--- config.mk ---
export PLATFORM = sky130hd
export DESIGN_NAME = mem_access
export DESIGN_NICKNAME = d
export VERILOG_FILES = /design/src/rtl/mem_access_pkg.sv /design/src/rtl/mem_access_load_extend.sv /design/src/rtl/mem_access.sv
export SDC_FILE = /design/constraint.sdc
export NUM_CORES = 1
export LEC_CHECK = 0
export ABC_AREA = 1
export BUFFER_PORTS_ARGS = -buffer_cell sky130_fd_sc_hd__buf_4
export CORE_MARGIN = 10
export CORE_UTILIZATION = 45
export DETAILED_ROUTE_END_ITERATION = 16
export PLACE_DENSITY = 0.69
export SLEW_MARGIN = 20
export SYNTH_ARGS = -nofsm -noshare
export SYNTH_HDL_FRONTEND = slang
export SYNTH_SLANG_ARGS = --single-unit
--- constraint.sdc ---
create_clock -name clk -period 13 [get_ports clk]
set_input_delay 2.6 -clock clk [delete_from_list [all_inputs] [get_ports clk]]
set_output_delay 2.6 -clock clk [all_outputs]
set_load 0.005 [all_outputs]
--- src/rtl/mem_access_pkg.sv ---
// Shared definitions for the memory-access stage: load/store opcodes,
// FSM state encoding and per-size byte-count constants.
package mem_access_pkg;

  localparam int unsigned DATA_W = 32;
  localparam int unsigned ADDR_W = 32;
  localparam int unsigned REG_W  = 5;
  localparam int unsigned TYPE_W = 4;
  localparam int unsigned BYTE_W = 8;
  localparam int unsigned CNT_W  = 2;

  localparam logic WRITE_DISABLE = 1'b0;

  // Load/store opcodes carried on load_store_type
  localparam logic [TYPE_W-1:0] EXE_LB  = 4'd0;
  localparam logic [TYPE_W-1:0] EXE_LH  = 4'd1;
  localparam logic [TYPE_W-1:0] EXE_LW  = 4'd2;
  localparam logic [TYPE_W-1:0] EXE_LBU = 4'd3;
  localparam logic [TYPE_W-1:0] EXE_LHU = 4'd4;
  localparam logic [TYPE_W-1:0] EXE_SB  = 4'd5;
  localparam logic [TYPE_W-1:0] EXE_SH  = 4'd6;
  localparam logic [TYPE_W-1:0] EXE_SW  = 4'd7;

  // Byte-count constants expressed as the index of the final byte (N-1)
  localparam logic [CNT_W-1:0] LAST_IDX_B = 2'd0;
  localparam logic [CNT_W-1:0] LAST_IDX_H = 2'd1;
  localparam logic [CNT_W-1:0] LAST_IDX_W = 2'd3;

  typedef enum logic [1:0] {
    IDLE   = 2'd0,
    ACCESS = 2'd1,
    LAST   = 2'd2,
    DONE   = 2'd3
  } state_e;

  // Index of the final byte for an access of the given type
  function automatic logic [CNT_W-1:0] last_idx(input logic [TYPE_W-1:0] t);
    case (t)
      EXE_LB, EXE_LBU, EXE_SB: last_idx = LAST_IDX_B;
      EXE_LH, EXE_LHU, EXE_SH: last_idx = LAST_IDX_H;
      default:                 last_idx = LAST_IDX_W;
    endcase
  endfunction

endpackage

--- src/rtl/mem_access_load_extend.sv ---
// Load result extension: turns the captured little-endian word into the
// 32-bit register value according to the load type.
//   word_i : bytes captured from RAM (byte 0 in bits 7:0)
//   type_i : load opcode
//   data_o : sign/zero-extended (or raw for LW) result
module mem_access_load_extend
  import mem_access_pkg::*;
(
  input  logic [DATA_W-1:0] word_i,
  input  logic [TYPE_W-1:0] type_i,
  output logic [DATA_W-1:0] data_o
);

  always_comb begin
    data_o = word_i;
    case (type_i)
      EXE_LB:  data_o = {{24{word_i[7]}}, word_i[7:0]};
      EXE_LH:  data_o = {{16{word_i[15]}}, word_i[15:0]};
      EXE_LBU: data_o = {24'd0, word_i[7:0]};
      EXE_LHU: data_o = {16'd0, word_i[15:0]};
      default: data_o = word_i;
    endcase
  end

endmodule

--- src/rtl/mem_access.sv ---
// MEM stage with a byte-wide RAM port. Loads and stores are serialised into
// single-byte RAM accesses while the upstream pipeline is stalled.
//   clk, rst                         : clock, async active-high reset
//   rd_data_i/rd_addr_i/rd_enable_i  : EX/MEM writeback payload
//   load_enable/store_enable         : access requests (both high = store)
//   mem_addr/store_data/load_store_type : access address, data, opcode
//   ram_addr/ram_wr/ram_din/ram_dout : byte RAM port (1-cycle read latency)
//   rd_data_o/rd_addr_o/rd_enable_o  : MEM/WB payload
//   stall_req                        : freezes PC and upstream registers
module mem_access
  import mem_access_pkg::*;
(
  input  logic              clk,
  input  logic              rst,
  input  logic [DATA_W-1:0] rd_data_i,
  input  logic [REG_W-1:0]  rd_addr_i,
  input  logic              rd_enable_i,
  input  logic              load_enable,
  input  logic              store_enable,
  input  logic [ADDR_W-1:0] mem_addr,
  input  logic [DATA_W-1:0] store_data,
  input  logic [TYPE_W-1:0] load_store_type,
  output logic [ADDR_W-1:0] ram_addr,
  output logic              ram_wr,
  output logic [BYTE_W-1:0] ram_din,
  input  logic [BYTE_W-1:0] ram_dout,
  output logic [DATA_W-1:0] rd_data_o,
  output logic [REG_W-1:0]  rd_addr_o,
  output logic              rd_enable_o,
  output logic              stall_req
);

  state_e              state_q, state_d;
  logic [CNT_W-1:0]    cnt_q, cnt_d;
  logic [ADDR_W-1:0]   addr_q, addr_d;
  logic [DATA_W-1:0]   sdata_q, sdata_d;
  logic [TYPE_W-1:0]   type_q, type_d;
  logic                store_q, store_d;
  logic [DATA_W-1:0]   rdata_q, rdata_d;
  logic [REG_W-1:0]    raddr_q, raddr_d;
  logic                ren_q, ren_d;
  logic [DATA_W-1:0]   word_q, word_d;
  logic [DATA_W-1:0]   load_ext;

  mem_access_load_extend u_load_extend (
    .word_i (word_q),
    .type_i (type_q),
    .data_o (load_ext)
  );

  // State and access latches
  always_ff @(posedge clk or posedge rst) begin
    if (rst) begin
      state_q <= IDLE;
      cnt_q   <= '0;
      addr_q  <= '0;
      sdata_q <= '0;
      type_q  <= '0;
      store_q <= 1'b0;
      rdata_q <= '0;
      raddr_q <= '0;
      ren_q   <= 1'b0;
      word_q  <= '0;
    end else begin
      state_q <= state_d;
      cnt_q   <= cnt_d;
      addr_q  <= addr_d;
      sdata_q <= sdata_d;
      type_q  <= type_d;
      store_q <= store_d;
      rdata_q <= rdata_d;
      raddr_q <= raddr_d;
      ren_q   <= ren_d;
      word_q  <= word_d;
    end
  end

  // Next state, byte sequencing and stage outputs
  always_comb begin
    state_d     = state_q;
    cnt_d       = cnt_q;
    addr_d      = addr_q;
    sdata_d     = sdata_q;
    type_d      = type_q;
    store_d     = store_q;
    rdata_d     = rdata_q;
    raddr_d     = raddr_q;
    ren_d       = ren_q;
    word_d      = word_q;
    ram_addr    = '0;
    ram_wr      = 1'b0;
    ram_din     = '0;
    stall_req   = 1'b0;
    rd_data_o   = '0;
    rd_addr_o   = '0;
    rd_enable_o = WRITE_DISABLE;

    case (state_q)
      IDLE: begin
        rd_data_o   = rd_data_i;
        rd_addr_o   = rd_addr_i;
        rd_enable_o = rd_enable_i;
        if (load_enable || store_enable) begin
          stall_req   = 1'b1;
          rd_enable_o = WRITE_DISABLE;
          state_d     = ACCESS;
          cnt_d       = '0;
          addr_d      = mem_addr;
          sdata_d     = store_data;
          type_d      = load_store_type;
          store_d     = store_enable;
          rdata_d     = rd_data_i;
          raddr_d     = rd_addr_i;
          ren_d       = rd_enable_i;
        end
      end
      ACCESS: begin
        stall_req = 1'b1;
        ram_addr  = addr_q + ADDR_W'(cnt_q);
        cnt_d     = cnt_q + 2'd1;
        if (store_q) begin
          ram_wr  = 1'b1;
          ram_din = BYTE_W'(sdata_q >> {cnt_q, 3'b000});
        end else if (cnt_q != '0) begin
          // RAM returns the byte addressed one cycle earlier
          word_d[{cnt_q - 2'd1, 3'b000} +: BYTE_W] = ram_dout;
        end
        if (cnt_q == last_idx(type_q)) begin
          state_d = store_q ? DONE : LAST;
        end
      end
      LAST: begin
        stall_req = 1'b1;
        // cnt has advanced to N (mod 4), so N-1 names the final byte
        word_d[{cnt_q - 2'd1, 3'b000} +: BYTE_W] = ram_dout;
        state_d = DONE;
      end
      DONE: begin
        rd_data_o   = store_q ? rdata_q : load_ext;
        rd_addr_o   = raddr_q;
        rd_enable_o = ren_q;
        cnt_d       = '0;
        state_d     = IDLE;
      end
      default: state_d = IDLE;
    endcase

    // Outputs are quiet for as long as reset is held
    if (rst) begin
      ram_addr    = '0;
      ram_wr      = 1'b0;
      ram_din     = '0;
      stall_req   = 1'b0;
      rd_data_o   = '0;
      rd_addr_o   = '0;
      rd_enable_o = WRITE_DISABLE;
    end
  end

endmodule
==> impl_metrics.json, run 1 <==
{
  "ff_latch_area_um2": 3580,
  "grt_pass1_wl_mm": 40.5,
  "clockBufferDepth": 2,
  "p_comb_frac": 0.442,
  "yosysUniqueCellTypes": 39,
  "ys_ff_latch": 143,
  "finalClockSkew_ns": 0.0165,
  "die_w_um": 155,
  "setup_violations": 0,
  "htreeDepth": 4,
  "synth_edf_count": 0,
  "r2r_slack_ns": 9.86,
  "tightest_slew_ns": 0.832,
  "routabilityCongestion": 0.934,
  "drv_cap": 0,
  "io_pins": 198,
  "status": "finished, final reports clean",
  "drt_iter0_drc": 648,
  "fp-row-count": 49,
  "syn_area_um2": 8200,
  "rsz0062_at_grt": "no",
  "cts_resized": 0,
  "p_per_area_nw_per_um2": 229,
  "relSlewSlack": 0.445,
  "yosys.area_share.simple": 0.329,
  "critPathLaunchType": "primary input",
  "p_leak_nw": 5.02,
  "place_hpwl_mm": 18.3,
  "pwr-share-seq": 0.342,
  "coreArea_um2": 18000,
  "required_ns": 10.40,
  "clk_pin_slew_ns": 0.06,
  "clk_latency_ns": 0.43,
  "p_total_mw": 2.37,
  "fin_crit_sh": 0.561,
  "grt.overflow.total": 0,
  "grt_pass1_vias": 7566,
  "worst-path-max-fanout": 91,
  "dr_total_vias": 7987,
  "synth_top_area_frac": 0.437,
  "ys.flop_type": "dfrtp_1",
  "synth_top_cell_by_area": "dfrtp_1",
  "r2r-end": "word_q[3]$_DFFE_PP0P_",
  "fin_hold_ws_ns": 0.468,
  "synth-adder-area-share": 0.0208,
  "cts-root-buf": "clkbuf_16",
  "syn_avg_cell_area_um2": 7.16,
  "p_int_mw": 1.32,
  "hold_viol_final": 0,
  "yosys_warnings": 0,
  "initial_utilization": 0.456,
  "cp-end-kind": "primary output",
  "critical_path_class": "in2out",
  "antenna_found_initial": 0,
  "async_reset_ff_frac": 1.00,
  "netlist_instances": 1145,
  "fmax_ghz": 0.137,
  "multi_input_area_um2": 4070,
  "synthXorXnorAreaFrac": 0,
  "synthTopCellsByCount": "nand2_1, dfrtp_1, nor2_1, o21ai_0, inv_1",
  "synth_area_leaders": "dfrtp_1, nand2_1, o21ai_0",
  "dieHeight_um": 155,
  "fin_crit_ns": 7.29,
  "antenna_left": 0,
  "muxShareOfSynthArea": 0,
  "syn_nets": 1276,
  "viasPerCell": 5.15,
  "worstRegToRegCells": 10,
  "wl_per_cell_um": 16.5,
  "post-place-ws_ns": 5.65,
  "r2r_start": "cnt_q[0]$_DFFE_PP0P_",
  "firstDrtPassIters": 5,
  "drive_above_1_share": 0.203,
  "switching_share": 0.442,
  "synth_top_family_by_area": "simple AND/OR/NAND/NOR gates",
  "worstPathArrival_ns": 4.69,
  "hold_path.class": "reg2reg",
  "switchingPower_mw": 1.05,
  "endpoint": "ram_addr[9]",
  "drv_slew": 0,
  "numCtsBuffers": 17,
  "fillCellCount": 1755,
  "seq_area_frac_synth": 0.437,
  "setup_ws_ns": 5.71,
  "tns_ns": 0,
  "cts_hold_buffers": 0,
  "cts_setup_buffers": 0,
  "die-area_um2": 24000,
  "portBuffers": 197,
  "drc": 0,
  "antenna_cells": 0,
  "crit_path_start": "rst",
  "max-vdd-ir-drop_uv": 116,
  "nets": 1439,
  "clock_sinks": 143,
  "cts_tree": "yes",
  "yosysMostFrequentCell": "nand2_1",
  "grt_max_degree": 92,
  "p_clk_frac": 0.216,
  "drt_wl_total_mm": 25.6,
  "area_delta_synth_final_pct": 26.0,
  "synth_compound_area_frac": 0.146,
  "grt_util_all_layers": 0.206
}
==> power by group through the flow <==
stage / Combinational (mW) / Clock (mW) / Sequential, mW
5_1_grt: 1.20 / 0.537 / 0.835
3_3_place_gp: 1.03 / 0 / 0.808
6_report: 1.05 / 0.511 / 0.810
2_1_floorplan: 0.773 / 0 / 0.764
4_1_cts: 1.06 / 0.518 / 0.809
3_5_place_dp: 1.05 / 0 / 0.814
==> metal layers <==
layer | GRT usage | share of wire
met1 | 0.280 | 0.46
met2 | 0.328 | 0.47
met3 | 0.0408 | 0.059
met5 | 0 | 0
met4 | 0.0531 | 0.0088
==> final cells by class <==
| class | count | area share |
|---|---|---|
| Inverter | 65 | 0.0241 |
| Timing Repair Buffer | 204 | 0.148 |
| Clock inverter | 14 | 0.0173 |
| Multi-Input combinational cell | 877 | 0.394 |
| Tap cell | 229 | 0.0277 |
| Clock buffer | 18 | 0.0416 |
| Sequential cell | 143 | 0.346 |
==> critical path, cell delays in order <==
cell and delay (ns):
buf_4 0.17, inv_6 0.57, nand2_1 0.40, inv_1 0.47, o21ai_0 0.16, a21oi_1 0.15
buf_4 0.13
==> logic make-up after synthesis <==
| logic type | Yosys count |
|---|---|
| AO/OA/AOI/OAI | 208 |
| adder cells (fa/ha/maj) | 13 |
| buffers and inverters | 125 |
| flip-flops | 143 |
| AND/OR/NAND/NOR | 656 |
==> worst min path at each step <==
stage / from / endpoint / slack, ns / depth (start not counted)
CTS: rdata_q[23]$_DFFE_PP0P_ / rdata_q[23]$_DFFE_PP0P_ / 0.47 / 2
global route: rdata_q[19]$_DFFE_PP0P_ / rdata_q[19]$_DFFE_PP0P_ / 0.48 / 2
finish: rdata_q[25]$_DFFE_PP0P_ / rdata_q[25]$_DFFE_PP0P_ / 0.47 / 2
global placement: sdata_q[15]$_DFFE_PP0P_ / sdata_q[15]$_DFFE_PP0P_ / 0.45 / 2
detailed placement: rdata_q[23]$_DFFE_PP0P_ / rdata_q[23]$_DFFE_PP0P_ / 0.45 / 2
floorplan: sdata_q[10]$_DFFE_PP0P_ / sdata_q[10]$_DFFE_PP0P_ / 0.44 / 2
==> registers in the layout (all words and copies together) (netlist names) <==
signal / count
raddr_q: 5
rdata_q: 32
state_q: 2
addr_q: 32
word_q: 32
sdata_q: 32
type_q: 4
ren_q: 1
cnt_q: 2
store_q: 1
==> stage by stage <==
step	instance area [um2]	utilization	cells
floorplan	8200	-	1145
global placement	9720	0.541	1518
detailed placement	9720	0.541	1518
CTS	10300	0.575	1550
global route	10300	0.575	1550
finish	10300	0.575	1550
==> cells in the final DEF, fill, tap and decap left out, drive strengths merged <==
cell type,n
fa,1
o211ai,9
buf,204
a21o,17
a211oi,1
a21oi,51
ha,12
bufinv,3
o41ai,7
clkinv,4
or2,1
nand2,460
nand3,36
o21ai,105
o21a,8
nand4,20
clkbuf,18
inv,69
a22oi,8
nor2,118
nor3,18
a31oi,2
nor4,3
clkinvlp,3
dfrtp,143
No activity file was read; power rests on OpenSTA's default activity.
==> inputs of run 2 (changes only) <==
--- a/config.mk
+++ b/config.mk
@@ -10,7 +10,7 @@
 export CORE_MARGIN = 10
 export CORE_UTILIZATION = 45
 export DETAILED_ROUTE_END_ITERATION = 16
-export PLACE_DENSITY = 0.69
+export PLACE_DENSITY = 0.72
 export SLEW_MARGIN = 20
 export SYNTH_ARGS = -nofsm -noshare
 export SYNTH_HDL_FRONTEND = slang
==> constraint.sdc (replaced) <==
create_clock -name clk -period 6 [get_ports clk]
set_input_delay 1.2 -clock clk [delete_from_list [all_inputs] [get_ports clk]]
set_output_delay 1.2 -clock clk [all_outputs]
set_load 0.005 [all_outputs]
==> run 2 against run 1 <==
  * Worst hold slack got worse by 0.0020 ns
  * Critical path depth did not move
  * Routed wire length fell by 3.8%
  * Clock skew fell by 0.0083 ns
  * Sequential power rose by 120%
  * Global-route usage fell by 0.54 points
  * Core utilization rose by 0.22 points
  * Count of clock-buffer cells in the layout rose by 4
  * Sequential cell count did not move
  * Setup slack got worse by 3.9 ns
  * Via count fell by 0.16%
  * Sequential share of layout area fell by 0.13 points
  * Critical path type is now reg2out
  * Critical endpoint is now ram_addr[2]
  * Largest cell class unchanged
==> impl_metrics.json, run 2 (synthesis gave the netlist of run 1 again) <==
{
  "status": "finished, final reports clean",
  "r2r_slack_ns": 2.81,
  "clk_pin_slew_ns": 0.06,
  "htreeDepth": 4,
  "p_leak_nw": 5.05,
  "drive_above_1_share": 0.203,
  "portBuffers": 197,
  "numCtsBuffers": 17,
  "fmax_ghz": 0.240,
  "finalClockSkew_ns": 0.00811,
  "critical_path_class": "reg2out",
  "place_hpwl_mm": 17.9,
  "setup_violations": 0,
  "antenna_cells": 0,
  "utilization": 0.577,
  "wl_per_cell_um": 15.9,
  "critPathLaunchType": "flip-flop",
  "nets": 1440,
  "grt_max_degree": 86,
  "fillCellCount": 1732,
  "relSlewSlack": 0.340,
  "final_common_cell": "nand2_1",
  "switching_share": 0.427,
  "p_int_mw": 2.94,
  "die-area_um2": 24000,
  "place_area_um2": 9730,
  "initial_utilization": 0.456,
  "pwr-share-seq": 0.345,
  "endpoint": "ram_addr[2]",
  "max-vdd-ir-drop_uv": 297,
  "p_comb_frac": 0.432,
  "dieHeight_um": 155,
  "dr_total_vias": 7974,
  "viasPerCell": 5.14,
  "crit_path_start": "state_q[1]$_DFFE_PP0P_",
  "cts_resized": 0,
  "drv_cap": 0,
  "coreArea_um2": 18000,
  "worst-path-max-fanout": 18,
  "switchingPower_mw": 2.19,
  "fin_crit_sh": 0.694,
  "tns_ns": 0,
  "cts_hold_buffers": 0,
  "post-place-ws_ns": 1.99,
  "layout_common_cells": "nand2_1, buf_4, dfrtp_1, nor2_1, o21ai_0",
  "worstRegToRegCells": 7,
  "drt_iter0_drc": 495,
  "cts_setup_buffers": 0,
  "io_pins": 198,
  "r2r-end": "word_q[28]$_DFFE_PP0P_",
  "dp.cells": 1519,
  "ff_latch_area_um2": 3580,
  "required_ns": 4.80,
  "final_area_um2": 10400,
  "multi_input_area_um2": 4070,
  "fp-row-count": 49,
  "instances_no_fill": 1550,
  "clock_sinks": 143,
  "grt.overflow.total": 0,
  "area_delta_synth_final_pct": 26.5,
  "grt_pass1_vias": 7729,
  "r2r_start": "cnt_q[0]$_DFFE_PP0P_",
  "antenna_left": 0,
  "antenna_found_initial": 0,
  "drc": 0,
  "die_w_um": 155,
  "fin_crit_ns": 4.16,
  "hold_viol_final": 0,
  "clockBufferDepth": 2,
  "cts_tree": "yes",
  "grt_pass1_wl_mm": 39.8,
  "firstDrtPassIters": 5,
  "p_per_area_nw_per_um2": 496,
  "cts-root-buf": "clkbuf_16",
  "rsz0062_at_grt": "no",
  "tightest_slew_ns": 0.990,
  "setup_ws_ns": 1.84,
  "hold_path.class": "reg2reg",
  "clk_latency_ns": 0.42,
  "grt_util_all_layers": 0.200,
  "routabilityCongestion": 0.899,
  "drv_slew": 0,
  "worstPathArrival_ns": 2.96,
  "p_total_mw": 5.14,
  "p_clk_frac": 0.223,
  "drt_wl_total_mm": 24.6,
  "cp-end-kind": "primary output",
  "fin_hold_ws_ns": 0.466
}
==> run 2: worst max-delay path, stage by stage, from the launching register on <==
cell,delay (ns)
dfrtp_1,0.45
inv_1,0.11
ha_1,0.63
nand2_1,0.35
inv_1,0.47
nand2_1,0.10
a21oi_1,0.26
buf_4,0.17
==> run 2: worst min path at each step <==
stage,slack [ns],to,start,cells past startpoint
6_report,0.47,rdata_q[23]$_DFFE_PP0P_,rdata_q[23]$_DFFE_PP0P_,2
5_1_grt,0.49,sdata_q[31]$_DFFE_PP0P_,sdata_q[31]$_DFFE_PP0P_,2
4_1_cts,0.47,rdata_q[22]$_DFFE_PP0P_,rdata_q[22]$_DFFE_PP0P_,2
3_5_place_dp,0.45,rdata_q[22]$_DFFE_PP0P_,rdata_q[22]$_DFFE_PP0P_,2
3_3_place_gp,0.45,sdata_q[8]$_DFFE_PP0P_,sdata_q[8]$_DFFE_PP0P_,2
2_1_floorplan,0.44,sdata_q[10]$_DFFE_PP0P_,sdata_q[10]$_DFFE_PP0P_,2
==> run 2: power groups by stage <==
stage | combinational [mW] | sequential, mW | clock (mW)
6_report | 2.22 | 1.77 | 1.15
5_1_grt | 2.56 | 1.83 | 1.21
4_1_cts | 2.26 | 1.76 | 1.16
3_5_place_dp | 2.24 | 1.77 | 0
3_3_place_gp | 2.19 | 1.76 | 0
2_1_floorplan | 1.68 | 1.66 | 0
==> run 2: final cells by class <==
type / instances / share of cell area
multi-input cells: 877 / 0.393
clock inverters: 9 / 0.0151
flip-flops and latches: 143 / 0.345
repair buffers: 205 / 0.148
inverters: 65 / 0.0239
clock buffers: 22 / 0.0467
well taps: 229 / 0.0276
==> run 2: layer usage <==
metal	up-vias	share of wire	track usage
met4	0	0.010	0.0481
li1	4029	-	-
met1	3698	0.45	0.260
met3	18	0.060	0.0477
met5	-	0	0
met2	229	0.48	0.330
